File: src/rtl/i2s_pkg.sv
// Shared I2S definitions for the playback and capture paths.
package i2s_pkg;

  // Word-select encoding on the ws line.
  localparam logic WS_LEFT  = 1'b0;
  localparam logic WS_RIGHT = 1'b1;

  // Link state: IDLE holds the bus quiet, RUN clocks frames out.
  typedef enum logic {
    IDLE = 1'b0,
    RUN  = 1'b1
  } state_e;

endpackage

File: src/rtl/i2s_tx_fifo.sv
// Synchronous FIFO holding packed {left, right} sample pairs.
// The read data shows the head entry combinationally (first-word fall-through).
module i2s_tx_fifo #(
  parameter int WIDTH = 32,
  parameter int DEPTH = 4
) (
  input  logic                     clk,
  input  logic                     rst,
  input  logic                     push,
  input  logic                     pop,
  input  logic [WIDTH-1:0]         wdata,
  output logic [WIDTH-1:0]         rdata,
  output logic                     full,
  output logic                     empty,
  output logic [$clog2(DEPTH):0]   level
);

  localparam int AW = $clog2(DEPTH);
  localparam int LW = AW + 1;

  logic [WIDTH-1:0] mem_q [DEPTH];
  logic [AW-1:0]    wr_ptr_q, wr_ptr_d;
  logic [AW-1:0]    rd_ptr_q, rd_ptr_d;
  logic [LW-1:0]    level_q, level_d;
  logic             do_push, do_pop;

  assign full    = (level_q == LW'(DEPTH));
  assign empty   = (level_q == '0);
  assign do_push = push && !full;
  assign do_pop  = pop && !empty;
  assign rdata   = mem_q[rd_ptr_q];
  assign level   = level_q;

  // Next pointer and occupancy; push and pop together leave the level unchanged.
  always_comb begin
    // NOTE: every output of a combinational block gets a default first, so no path can leave it unassigned and infer a latch.
    wr_ptr_d = wr_ptr_q;
    rd_ptr_d = rd_ptr_q;
    level_d  = level_q;
    if (do_push) wr_ptr_d = wr_ptr_q + 1'b1;
    if (do_pop)  rd_ptr_d = rd_ptr_q + 1'b1;
    case ({do_push, do_pop})
      2'b10:   level_d = level_q + 1'b1;
      2'b01:   level_d = level_q - 1'b1;
      default: level_d = level_q;
    endcase
  end

  // Pointer and occupancy registers; reset empties the FIFO.
  always_ff @(posedge clk or posedge rst) begin
    // NOTE: state is updated with non-blocking assignments so every flop samples pre-edge values regardless of statement order.
    if (rst) begin
      wr_ptr_q <= '0;
      rd_ptr_q <= '0;
      level_q  <= '0;
    end else begin
      wr_ptr_q <= wr_ptr_d;
      rd_ptr_q <= rd_ptr_d;
      level_q  <= level_d;
    end
  end

  // Sample storage write port.
  always_ff @(posedge clk) begin
    // NOTE: storage is deliberately not reset; an empty level means stale entries are never consumed.
    if (do_push) mem_q[wr_ptr_q] <= wdata;
  end

endmodule

File: src/rtl/i2s_tx.sv
// I2S master transmitter: FIFO-buffered stereo pairs serialised Philips-style
// (one-bit delay after ws changes), MSB first, sck/ws generated locally.
module i2s_tx
  import i2s_pkg::*;
#(
  parameter int DATA_W     = 16,
  parameter int CLK_DIV    = 4,
  parameter int FIFO_DEPTH = 4
) (
  input  logic                          HCLK,
  input  logic                          HRESET,
  input  logic                          en,
  input  logic                          s_valid,
  output logic                          s_ready,
  input  logic [DATA_W-1:0]             s_left,
  input  logic [DATA_W-1:0]             s_right,
  output logic                          sck,
  output logic                          ws,
  output logic                          sd,
  output logic                          underrun,
  output logic [$clog2(FIFO_DEPTH):0]   level
);

  localparam int FRAME_W = 2 * DATA_W;
  localparam int BC_W    = $clog2(FRAME_W);
  localparam int DIV_W   = (CLK_DIV > 1) ? $clog2(CLK_DIV) : 1;

  state_e               state_q, state_d;
  logic [DIV_W-1:0]     div_q, div_d;
  logic [BC_W-1:0]      bc_q, bc_d;
  logic [FRAME_W-1:0]   shift_q, shift_d;
  logic                 sck_q, sck_d;
  logic                 ws_q, ws_d;
  logic                 sd_q, sd_d;
  logic                 underrun_q, underrun_d;
  logic [BC_W-1:0]      bc_next;
  logic                 frame_start;
  logic                 fifo_full, fifo_empty;
  logic [FRAME_W-1:0]   fifo_rdata;

  i2s_tx_fifo #(
    .WIDTH (FRAME_W),
    .DEPTH (FIFO_DEPTH)
  ) u_fifo (
    .clk   (HCLK),
    .rst   (HRESET),
    .push  (s_valid && !fifo_full),
    .pop   (frame_start && !fifo_empty),
    .wdata ({s_left, s_right}),
    .rdata (fifo_rdata),
    .full  (fifo_full),
    .empty (fifo_empty),
    .level (level)
  );

  assign s_ready  = !fifo_full;
  assign sck      = sck_q;
  assign ws       = ws_q;
  assign sd       = sd_q;
  assign underrun = underrun_q;
  assign bc_next  = bc_q + 1'b1;

  // FSM, divider, slot counter and shifter; ws/sd move only with a falling sck.
  always_comb begin
    state_d     = state_q;
    div_d       = div_q;
    bc_d        = bc_q;
    shift_d     = shift_q;
    sck_d       = sck_q;
    ws_d        = ws_q;
    sd_d        = sd_q;
    underrun_d  = 1'b0;
    frame_start = 1'b0;

    case (state_q)
      IDLE: begin
        div_d = '0;
        bc_d  = '0;
        sck_d = 1'b0;
        ws_d  = WS_LEFT;
        sd_d  = 1'b0;             // no previous right LSB after idle
        if (en) begin
          state_d     = RUN;
          frame_start = 1'b1;
        end
      end
      RUN: begin
        if (div_q == DIV_W'(CLK_DIV - 1)) begin
          div_d = '0;
          sck_d = ~sck_q;
          if (sck_q) begin        // falling toggle: advance to next slot
            if (bc_q == BC_W'(FRAME_W - 1)) begin
              bc_d = '0;
              ws_d = WS_LEFT;
              if (en) begin
                sd_d        = shift_q[FRAME_W-1];   // delayed right LSB
                frame_start = 1'b1;
              end else begin
                state_d = IDLE;
                sd_d    = 1'b0;
              end
            end else begin
              bc_d    = bc_next;
              ws_d    = (bc_next >= BC_W'(DATA_W)) ? WS_RIGHT : WS_LEFT;
              sd_d    = shift_q[FRAME_W-1];
              shift_d = {shift_q[FRAME_W-2:0], 1'b0};
            end
          end
        end else begin
          div_d = div_q + 1'b1;
        end
      end
      default: state_d = IDLE;
    endcase

    // A frame start loads the next pair, or silence when nothing is buffered.
    if (frame_start) begin
      if (fifo_empty) begin
        shift_d    = '0;
        underrun_d = 1'b1;
      end else begin
        shift_d = fifo_rdata;
      end
    end
  end

  // Transmitter state registers.
  always_ff @(posedge HCLK or posedge HRESET) begin
    if (HRESET) begin
      state_q    <= IDLE;
      div_q      <= '0;
      bc_q       <= '0;
      shift_q    <= '0;
      sck_q      <= 1'b0;
      ws_q       <= WS_LEFT;
      sd_q       <= 1'b0;
      underrun_q <= 1'b0;
    end else begin
      state_q    <= state_d;
      div_q      <= div_d;
      bc_q       <= bc_d;
      shift_q    <= shift_d;
      sck_q      <= sck_d;
      ws_q       <= ws_d;
      sd_q       <= sd_d;
      underrun_q <= underrun_d;
    end
  end

endmodule

File: config.mk
export PLATFORM = sky130hd
export DESIGN_NAME = i2s_tx
export DESIGN_NICKNAME = d
export VERILOG_FILES = /design/src/rtl/i2s_pkg.sv /design/src/rtl/i2s_tx_fifo.sv /design/src/rtl/i2s_tx.sv
export SDC_FILE = /design/constraint.sdc
export NUM_CORES = 1
export LEC_CHECK = 0
export ABC_AREA = 1
export BUFFER_PORTS_ARGS = -buffer_cell sky130_fd_sc_hd__clkbuf_2
export CAP_MARGIN = 10
export CORE_MARGIN = 4
export CORE_UTILIZATION = 60
export DETAILED_ROUTE_END_ITERATION = 10
export PLACE_DENSITY = 0.79
export SETUP_SLACK_MARGIN = 0.15
export SLEW_MARGIN = 20
export SYNTH_ARGS = -nofsm -noshare
export SYNTH_HDL_FRONTEND = slang
export SYNTH_SLANG_ARGS = --single-unit
File: constraint.sdc
create_clock -name HCLK -period 5.2 [get_ports HCLK]
set_input_delay 0.26 -clock HCLK [delete_from_list [all_inputs] [get_ports HCLK]]
set_output_delay 0.26 -clock HCLK [all_outputs]
set_load 0.02 [all_outputs]
==> flow_metrics.tcl <==
set metrics [dict create \
    path_delay_family "simple AND/OR/NAND/NOR gates" \
    nets 794 \
    synth_top_area_frac 0.5111 \
    core_um2 12160 \
    grt_pass1_vias 4971 \
    numCtsBuffers 17 \
    post-cts-setup-buffer-count 0 \
    drt_iter0_markers 470 \
    synthTopCellsByArea "edfxtp_1, dfrtp_1, nand2_1, nor2_1, o21ai_0" \
    drive_gt1_frac 0.1234 \
    synth_top_flop_cell "edfxtp_1" \
    antenna_found_initial 0 \
    routed_wl_mm 14.50 \
    place_congestion 0.7620 \
    clock-skew-final_ns 0.007728 \
    synth_seq_cells 178 \
    whs_ns -0.03252 \
    max_slew.worst_pin.slew_ns 0.9508 \
    yosysMostFrequentCell "nand2_1" \
    vias 5017 \
    max-cap-violations 0 \
    area_growth_syn_to_layout_pct 12.23 \
    critical_path_arrival_ns 4.02 \
    drc_errors 0 \
    numPortBuffers 43 \
    cts_root_buffer "clkbuf_16" \
    setup-tns-final_ns 0 \
    crit_chain "ha_1 -> nand2_1 -> nor2_1 -> ha_1 -> nand2_2 -> nor2_4 -> nor2_2 -> nor2_4 -> ha_1 -> inv_1 -> fa_1 -> a21oi_1 -> o21ai_0 -> xnor2_1" \
    cp-start-kind "flip-flop" \
    crit_top_cell "ha_1" \
    violations "hold timing" \
    fp.dieW_um 120.0 \
    cts_tree "built" \
    ioPinCount 44 \
    grt_pass1_wl_mm 24.05 \
    viasPerCell 5.395 \
    hold_buffers 0 \
    rsz0062_at_grt "no" \
    postRouteAntennaNets 0 \
    min_path_type "in2async" \
    setup_viol 0 \
    slew_violations 0 \
    dieArea_um2 14390 \
    p_leak_nw 3.396 \
    slowest_delay_ns 0.65 \
    ir_worst_vdd_mv 0.2731 \
    async_flop_share 0.2809 \
    cp.required_ns 5.51 \
    clkTransAtPathRegs_ns 0.06 \
    synthCells 718 \
    clk_latency_ns 0.42 \
    cp_num_buf_inv 1 \
    synth_area_per_cell_um2 10.47 \
    drt-pass1-iter-count 5 \
    relSlewSlack 0.3654 \
    grt_max_degree 67 \
    fin_crit_sh 0.7133 \
    final.min_clock_period_ns 3.709 \
    start_util 0.6184 \
    grt.total_usage 0.2146 \
    yosysTopAreaCell "edfxtp_1" \
    crit_slowest_cell "nor2_4" \
    synth-edff-count 128 \
    fp.dieH_um 120.0 \
    grt.overflow.total 0 \
    cts_buffer_depth 2 \
    crit_type "reg2reg" \
    antennaDiodeCount 0 \
    numClockSinks 178 \
    n_fill_cell 835 \
    routedWlPerCell_um 15.59 \
    crit_fanout 35 \
    cts-resized-gates 0 \
    synth_warnings 0 \
    synth_cell_types 27 \
    syn_nets 763 \
    netlist_top_cells_count "nand2_1, edfxtp_1, nor2_1" \
    fmax_mhz 269.6 \
    outcome "finished, violations left" \
    critPathCaptureType "flip-flop" \
    h-tree-depth 4 \
    hold_viol 50 \
    place_hpwl_mm 8.170 \
    yosysSeqAreaShare 0.6774 \
    p_per_area_nw_per_um2 426.9 \
    rows 40 \
    syn_area_um2 7521 \
]
-- kinds of logic after synthesis --
group,after synthesis,synth area share
simple gates,330,0.1777
buf+inv,89,0.05174
flops,178,0.6774
compound gates,107,0.07137
xor+xnor,5,0.005824
fa+ha+maj,9,0.01597
-- stage by stage --
step / cells / utilization / instance area [µm²] / setup WS (ns) / power, mW
2_1_floorplan: 718 / - / 7521 / 2.341 / 2.128
3_3_place_gp: 898 / 0.6421 / 7809 / 1.643 / 2.264
3_5_place_dp: 898 / 0.6421 / 7809 / 1.513 / 2.294
4_1_cts: 930 / 0.6934 / 8433 / 1.519 / 3.627
5_1_grt: 930 / 0.6940 / 8441 / 1.154 / 3.762
6_report: 930 / 0.6940 / 8441 / 1.491 / 3.604
-- layout make-up --
type | instances | area, µm² | share of cell area
Inverter | 52 | 197.7 | 0.02342
Timing Repair Buffer | 49 | 260.3 | 0.03083
Clock buffer | 20 | 436.7 | 0.05173
Sequential cell | 178 | 5096 | 0.6038
Multi-Input combinational cell | 451 | 2052 | 0.2431
Clock inverter | 12 | 187.7 | 0.02224
Tap cell | 168 | 210.2 | 0.02490
-- flip-flops by register name (all words and copies together), names as in the netlist --
name	cells
div_q	2
sck	1
u_fifo.wr_ptr_q	2
u_fifo.mem_q	128
underrun	1
sd	1
shift_q	32
bc_q	5
state_q	1
u_fifo.rd_ptr_q	2
u_fifo.level	3
-- worst paths after layout --
| check | end | startpoint | cells after the start | slack (ns) |
|---|---|---|---|---|
| max | u_fifo.level[2] | bc_q[0] | 14 | 1.49 |
| min in group HCLK | u_fifo.mem_q[0][10] | s_right[10] | 1 | 0.05 |
| min reg2reg | div_q[0] | div_q[0] | 1 | 0.46 |
| max in group asynchronous | u_fifo.rd_ptr_q[0] | HRESET | 2 | 4.66 |
| min | bc_q[3] | HRESET | 2 | -0.03 |
| max reg2reg | u_fifo.level[2] | bc_q[0] | 14 | 1.49 |
-- metal layers --
metal  track usage  vias up  wire (µm)
met4       0.08948        0        332
met5             0        -          0
met2        0.3681      129       7580
met3       0.04288       24        650
li1              -     2439          -
met1        0.2668     2425       5938
-- cells in the final DEF (no fill, tap or decap) --
master	netlist	final
clkinvlp_4	0	1
xor2_1	3	3
o21ai_0	60	60
xnor2_1	2	2
nand4_1	1	1
fa_1	1	1
nor2_4	3	4
nor2_1	103	99
clkbuf_2	0	43
o22ai_1	1	1
bufinv_16	0	5
a21oi_1	37	37
clkinv_1	0	3
nor3_1	34	34
nand2_1	176	176
nand3_1	5	5
dfrtp_1	50	49
inv_2	1	1
clkbuf_16	0	17
buf_4	2	6
clkbuf_1	7	3
dfrtp_2	0	1
clkinv_2	0	4
nand3_2	1	1
clkinv_4	0	1
nor2_2	3	6
edfxtp_1	128	128
o21ai_1	9	9
inv_1	51	49
or2_2	1	1
ha_1	8	8
nand2_2	3	3
-- power breakdown --
group	switching, mW	total [mW]	leakage [nW]	internal, mW
clock network	0.497	1.34	0.300	0.846
registers	0.0668	1.84	1.78	1.78
logic	0.302	0.418	1.32	0.116
(Power assumes the default switching activity.)
